$ cat src/rtl/ysyx_22040759_icache_axi_rd.sv
// Refill read master between the instruction cache and the AXI4 bus.
// Converts the cache's level-sensitive miss request into one single-beat 64-bit AXI4 read,
// then returns the beat as a one-cycle icache_data_valid pulse. If the request changed or
// dropped while the read was in flight, the result is stale and is dropped.
//
// Ports:
//   clk, rst                        clock, asynchronous active-low reset
//   icache_ram_ren/_raddr           refill request (level) and 8-byte aligned address
//   ram_icache_rdata                last captured beat, valid with icache_data_valid
//   icache_data_valid/_ram_err      refill-complete pulse and error flag (rresp != OKAY)
//   axi_ar*                         AXI4 read address channel (len 0, size 8 bytes, INCR)
//   axi_r*                          AXI4 read data channel
//   refill_cnt                      number of delivered refills (wraps)
module ysyx_22040759_icache_axi_rd #(
  parameter int unsigned AXI_ADDR_W = 32,
  parameter logic [3:0]  AXI_ID     = 4'd0
) (
  input  logic                  clk,
  input  logic                  rst,
  input  logic                  icache_ram_ren,
  input  logic [63:0]           icache_ram_raddr,
  output logic [63:0]           ram_icache_rdata,
  output logic                  icache_data_valid,
  output logic                  icache_ram_err,
  output logic                  axi_arvalid,
  input  logic                  axi_arready,
  output logic [AXI_ADDR_W-1:0] axi_araddr,
  output logic [3:0]            axi_arid,
  output logic [7:0]            axi_arlen,
  output logic [2:0]            axi_arsize,
  output logic [1:0]            axi_arburst,
  input  logic                  axi_rvalid,
  output logic                  axi_rready,
  input  logic [63:0]           axi_rdata,
  input  logic [1:0]            axi_rresp,
  input  logic [3:0]            axi_rid,
  input  logic                  axi_rlast,
  output logic [31:0]           refill_cnt
);

  typedef enum logic [2:0] {StIdle, StAddr, StData, StResp, StHold} state_e;

  state_e      state_q, state_d;
  logic [63:0] req_addr_q, req_addr_d;
  logic [63:0] rdata_q, rdata_d;
  logic        err_q, err_d;
  logic        arvalid_q, arvalid_d;
  logic        rready_q, rready_d;
  logic        valid_q, valid_d;
  logic [31:0] cnt_q, cnt_d;
  logic        beat_accept;
  logic        stale;

  // Single-beat reads: rlast carries no information.
  logic unused_rlast;
  assign unused_rlast = axi_rlast;

  // rready_q is only high in DATA, so it also qualifies the state.
  assign beat_accept = axi_rvalid & rready_q & (axi_rid == AXI_ID);
  assign stale       = !icache_ram_ren || (icache_ram_raddr != req_addr_q);

  always_comb begin
    state_d    = state_q;
    req_addr_d = req_addr_q;
    rdata_d    = rdata_q;
    err_d      = err_q;
    cnt_d      = cnt_q;
    valid_d    = 1'b0;
    unique case (state_q)
      StIdle: begin
        if (icache_ram_ren) begin
          req_addr_d = icache_ram_raddr;
          state_d    = StAddr;
        end
      end
      StAddr: begin
        // ARVALID is held until the handshake regardless of icache_ram_ren.
        if (axi_arready) state_d = StData;
      end
      StData: begin
        if (beat_accept) begin
          rdata_d = axi_rdata;
          err_d   = (axi_rresp != 2'b00);
          valid_d = !stale;
          state_d = StResp;
        end
      end
      StResp: begin
        if (valid_q) cnt_d = cnt_q + 32'd1;
        state_d = StHold;
      end
      StHold: begin
        // Cache is writing the line; ignore its request for one cycle.
        state_d = StIdle;
      end
      default: state_d = StIdle;
    endcase
    // Handshake outputs are registered from the next state.
    arvalid_d = (state_d == StAddr);
    rready_d  = (state_d == StData);
  end

  always_ff @(posedge clk or negedge rst) begin
    if (!rst) begin
      state_q    <= StIdle;
      req_addr_q <= '0;
      rdata_q    <= '0;
      err_q      <= 1'b0;
      arvalid_q  <= 1'b0;
      rready_q   <= 1'b0;
      valid_q    <= 1'b0;
      cnt_q      <= '0;
    end else begin
      state_q    <= state_d;
      req_addr_q <= req_addr_d;
      rdata_q    <= rdata_d;
      err_q      <= err_d;
      arvalid_q  <= arvalid_d;
      rready_q   <= rready_d;
      valid_q    <= valid_d;
      cnt_q      <= cnt_d;
    end
  end

  assign axi_arvalid       = arvalid_q;
  assign axi_araddr        = {req_addr_q[AXI_ADDR_W-1:3], 3'b000};
  assign axi_arid          = AXI_ID;
  assign axi_arlen         = 8'd0;
  assign axi_arsize        = 3'b011;
  assign axi_arburst       = 2'b01;
  assign axi_rready        = rready_q;
  assign ram_icache_rdata  = rdata_q;
  assign icache_data_valid = valid_q;
  assign icache_ram_err    = valid_q & err_q;
  assign refill_cnt        = cnt_q;

endmodule

$ cat config.mk
export PLATFORM = sky130hd
export DESIGN_NAME = ysyx_22040759_icache_axi_rd
export DESIGN_NICKNAME = d
export VERILOG_FILES = /design/src/rtl/ysyx_22040759_icache_axi_rd.sv
export SDC_FILE = /design/constraint.sdc
export NUM_CORES = 1
export LEC_CHECK = 0
export BUFFER_PORTS_ARGS = -buffer_cell sky130_fd_sc_hd__buf_2
export CELL_PAD_IN_SITES_DETAIL_PLACEMENT = 0
export CELL_PAD_IN_SITES_GLOBAL_PLACEMENT = 1
export CORE_UTILIZATION = 38
export DETAILED_ROUTE_END_ITERATION = 6
export PLACE_DENSITY_LB_ADDON = 0.1
export RECOVER_POWER = 25
export SYNTH_ARGS = -nofsm -noshare
export SYNTH_HDL_FRONTEND = slang
export SYNTH_SLANG_ARGS = --single-unit
export TNS_END_PERCENT = 100
$ cat constraint.sdc
create_clock -name clk -period 2.3 [get_ports clk]
set_input_delay 0.345 -clock clk [delete_from_list [all_inputs] [get_ports clk]]
set_output_delay 0.345 -clock clk [all_outputs]
set_load 0.05 [all_outputs]
; Word level (Yosys, flattened, before mapping)
; Cells that the tools add are included.
[classes]
n_addsub = 1
eq_ne = 6
n_mux = 6
n_bitwise = 3
reduce_logical = 9
[ops]
columns = cell, count
row1 = 64-bit inequality test, 1
row2 = "32-bit by 1-bit adder with 32-bit output, second input constant", 1
row3 = 3-bit case mux with 4 select lines, 1
row4 = "3-bit by 2-bit == test with 1-bit output, second input constant", 3
row5 = 3-bit two-way mux, 3
row6 = "3-bit by 1-bit == test with 1-bit output, second input constant", 2
row7 = 2-bit AND reduction, 3
row8 = 4-bit zero test, 1
row9 = 1-bit AND, 3
row10 = 3-bit zero test, 1
row11 = 1-bit zero test, 2
row12 = 1-bit two-way mux, 2
row13 = 2-bit nonzero test, 1
row14 = 1-bit logical OR, 1
[word_totals]
register_bits = 167
input_bits = 140
out_inout_bits = 149
wordCells = 33

; Depth between registers and ports, before layout
[depth]
ltp_word = 5
ltp_mapped = 7
ltp_nobuf = 6

; Least setup slack after synthesis
; No wires, ideal clock.
[synth_timing]
kind = register -> register
start = register cnt_q[6], in the netlist refill_cnt[6]
end = register cnt_q[31], in the netlist refill_cnt[31]
setup_ns = 0.140
arrival_ns = 1.874
required_ns = 2.160
path_slack_ns = 0.286
path_stages_with_launch = 8
n_path_buf = 2
synth_period_minus_slack_ns = 2.014
path_cell_list = dfrtp_1 -> buf_2 -> nand4_1 -> nor4_1 -> and2_1 -> buf_2 -> nand4_1 -> xnor2_1
[synth_via]
elab_chain_cells = 1
[synth_lines]
columns = element, line_no
row1 = "start, declared", 50  ; logic [31:0] cnt_q, cnt_d;
row2 = "start signal, assigned", 121  ; cnt_q <= cnt_d;
row3 = 32-bit by 1-bit adder with 32-bit output, 89  ; if (valid_q) cnt_d = cnt_q + 32'd1;
; No other way between the ends.
; A chain may end at the register's enable or synchronous reset.

; Worst setup path in the final report
[layout_timing]
start = register state_q[2]
end = register cnt_q[16], in the netlist refill_cnt[16]
[layout_via]
elab_chain_cells = 2
[layout_lines]
columns = element, line_no
row1 = "start, declared", 43  ; state_e state_q, state_d;
row2 = "start signal, assigned", 105  ; state_q <= StIdle;
row3 = "start signal, assigned", 114  ; state_q <= state_d;
row4 = 3-bit by 2-bit == test with 1-bit output, 69  ; unique case (state_q)
row5 = 2-bit AND reduction (no source line), --
; No other way between the ends.

==> results.py <==
metrics = {
    "cts": {
        "post_cts_resized": 0,
        "max-clock-path-buffers": 2,
        "numCtsBuffers": 17,
        "clk_latency_ns": 0.42,
        "clock-root-buffer": "clkbuf_16",
        "cts_max_level": 4,
        "clk_pin_slew_ns": 0.07,
        "cts_tree": "yes",
        "numClockSinks": 167,
    },
    "cells_and_area": {
        "postLayoutCellArea_mm2": 0.009604,
        "drive_gt1_share_pct": 52.41,
        "final_nets": 958,
        "area_growth_pct": 27.76,
    },
    "sta": {
        "tightest_slew_ns": 1.238,
        "slew_viol_final": 0,
        "tns_ns": 0,
        "min_period_ns": 1.871,
        "skew_ns": 0.008124,
        "setup_viol": 0,
        "relSlewSlack_pct": 17.49,
        "hold_slack_ns": 0.1535,
        "hold_viol_final": 0,
        "min_period_over_period_pct": 81.37,
        "fmax_mhz": 534.3,
        "finalWorstSetupSlack_ns": 0.4285,
        "rsz0062_at_grt": "no",
    },
    "power": {
        "powerDensity_mw_per_mm2": 1181,
        "p_leak_nw": 4.937,
        "p_switching_w": 0.004160,
        "p_comb_share_pct": 34.1,
        "internal-power_w": 0.007186,
        "swShare_pct": 36.66,
        "peakVddDrop_v": 0.0006170,
        "power_w": 0.01135,
        "clkPwrFrac_pct": 28.8,
        "seq_power_share_pct": 37.1,
    },
    "floorplan": {
        "start_util_pct": 38.75,
        "num_rows": 51,
        "io_pins": 289,
        "fp.dieW_um": 142.7,
        "core_area_mm2": 0.01940,
        "die_area_mm2": 0.02035,
        "fp.dieH_um": 142.7,
    },
    "setup_path": {
        "worst-path-max-fanout": 6,
        "critPathSlowestCell": "dfrtp_1",
        "required_ns": 2.60,
        "slowest_delay_ns": 0.46,
        "endpoint_kind": "register",
        "crit_chain": "nand4b_2 > nor3_4 > nor3b_2 > nand3_1 > xnor2_1",
        "path_delay_family": "simple AND/OR/NAND/NOR gates",
        "path_class": "reg -> reg",
        "critPathBufInv": 0,
        "worstSetupStartpointType": "register",
        "arrival_ns": 2.17,
    },
    "synthesis": {
        "synth_cells": 571,
        "ys_async_sr_fraction_pct": 100.0,
        "synth_edf_count": 0,
        "yosysUniqueCellTypes": 34,
        "netlist_area_mm2": 0.007517,
        "ys_seq_elements": 167,
        "syn_avg_cell_area_um2": 13.16,
        "synth_ff_type": "dfrtp_1",
        "ys_seq_area_share_pct": 55.59,
        "ys.warnings.count": 0,
    },
    "route": {
        "drc": 0,
        "first_pass_iters": 4,
        "ant_nets": 0,
        "drt-total-wl_um": 16390,
        "drt_first_iter_violations": 137,
        "viasPerCell": 4.576,
        "wire_per_inst_um": 14.95,
        "route.vias.total": 5015,
    },
    "grt": {
        "grt_usage_pct": 16.36,
        "grt_overflow": 0,
        "grt_pass1_vias": 5133,
        "antenna_found_initial": 4,
        "grt_max_degree": 69,
        "grt_pass1_wl_um": 25560,
    },
    "placement": {
        "gp_congestion": 0.7300,
        "preCtsSetupSlack_ns": 0.4200,
        "place_hpwl_um": 12230,
        "io_buffers": 267,
        "post_dp_cell_area_mm2": 0.008915,
    },
    "flow_run": {
        "drv_cap": 0,
    },
    "worst_hold_path": {
        "worstHoldPathType": "in -> reg",
    },
    "outcome": {
        "status": "completed",
    },
}
[cell families after synthesis]
kind of cell,share of synthesized area (%)
other cells,0.09990
flops,55.59
fa+ha+maj,0.1664
xor+xnor,10.49
buf+inv,6.425
simple gates,7.540
compound gates,1.115
mux,18.58
[layout by cell type, fill, tap and decap left out, types with 2 or more instances in the layout]
cell type	instances
a21oi_1	2
and2_1	4
and3_1	5
buf_12	4
buf_2	266
buf_4	3
bufinv_16	5
clkbuf_16	17
clkbuf_8	2
conb_1	20
dfrtp_1	167
inv_1	8
inv_6	3
inv_8	4
mux2_2	124
nand2_1	23
nand2b_1	3
nand3_1	14
nand4_1	22
nor2_1	12
nor3_4	2
nor4_1	6
o21ai_0	5
o22ai_1	2
xnor2_1	72
xor2_1	18
[path summary, 6_finish.rpt]
| kind | startpoint | endpoint | slack, ns | cells past startpoint |
|---|---|---|---|---|
| hold / removal | axi_rdata[9] | ram_icache_rdata[9]$_DFFE_PN0P_ | 0.15 | 2 |
| setup / recovery | state_q[2]$_DFF_PN0_ | refill_cnt[16]$_DFFE_PN0P_ | 0.43 | 5 |
| setup reg to reg | state_q[2]$_DFF_PN0_ | refill_cnt[16]$_DFFE_PN0P_ | 0.43 | 5 |
| hold reg to reg | refill_cnt[31]$_DFFE_PN0P_ | refill_cnt[31]$_DFFE_PN0P_ | 0.47 | 1 |
| min in group asynchronous | rst | refill_cnt[12]$_DFFE_PN0P_ | 0.73 | 2 |
| max in group asynchronous | rst | ram_icache_rdata[48]$_DFFE_PN0P_ | 0.63 | 3 |
[power by group through the flow]
stage	Sequential [W]	Combinational, W	Clock [W]
6_report	0.00420	0.00387	0.00327
3_3_place_gp	0.00421	0.00387	0
4_1_cts	0.00421	0.00393	0.00337
2_1_floorplan	0.00464	0.00298	0
5_1_grt	0.00432	0.00413	0.00351
3_5_place_dp	0.00426	0.00392	0
[stage by stage]
stage,util (%),std cells
after floorplan,-,589
after global placement,45.96,1062
after detailed placement,45.96,1062
after CTS,49.53,1095
after global routing,49.51,1096
final,49.51,1096
[cell type report]
type / instances / area, µm²
Fill cell: 1848 / 9794
Tap cell: 265 / 331.6
Sequential cell: 167 / 4179
Inverter: 8 / 30.03
Timing Repair Buffer: 275 / 1449
Clock inverter: 13 / 230.2
Antenna cell: 1 / 2.502
Multi-Input combinational cell: 348 / 2929
Clock buffer: 19 / 452.9
[synthesized netlist by cell type, types with 2 or more instances]
cell type | n | area (µm²)
xor2_1 | 18 | 157.7
nand2b_1 | 3 | 18.77
buf_2 | 17 | 85.08
nor4_1 | 6 | 37.54
a21oi_1 | 2 | 10.01
nand2_1 | 23 | 86.33
buf_4 | 49 | 367.9
nand4_1 | 22 | 137.6
o22ai_1 | 2 | 12.51
conb_1 | 2 | 7.510
nor2_1 | 12 | 45.04
dfrtp_1 | 167 | 4179
mux2_2 | 124 | 1396
inv_1 | 8 | 30.03
xnor2_1 | 72 | 630.6
and3_1 | 5 | 31.28
nand3_1 | 14 | 70.07
o21ai_0 | 5 | 25.02
and2_1 | 4 | 25.02
nor3_2 | 2 | 20.02
[layer usage]
metal	share of wire (%)	global-route usage [%]
met1	41	19.00
met2	51	27.94
met3	6.3	5.265
met4	1.7	6.452
met5	0.23	0
[sequential cells by signal, summed over array words and instances (netlist names)]
name               flops
axi_rready             1
ram_icache_rdata      64
axi_arvalid            1
refill_cnt            32
err_q                  1
req_addr_q            64
icache_data_valid      1
state_q                3
[timing repair]
| item | in CTS | in global routing |
|---|---|---|
| buffers inserted | 0 | 0 |
| hold buffers | 1 | 0 |
| hold endpoints to repair | 42 | 0 |
Power figures use the tool's default switching activity.
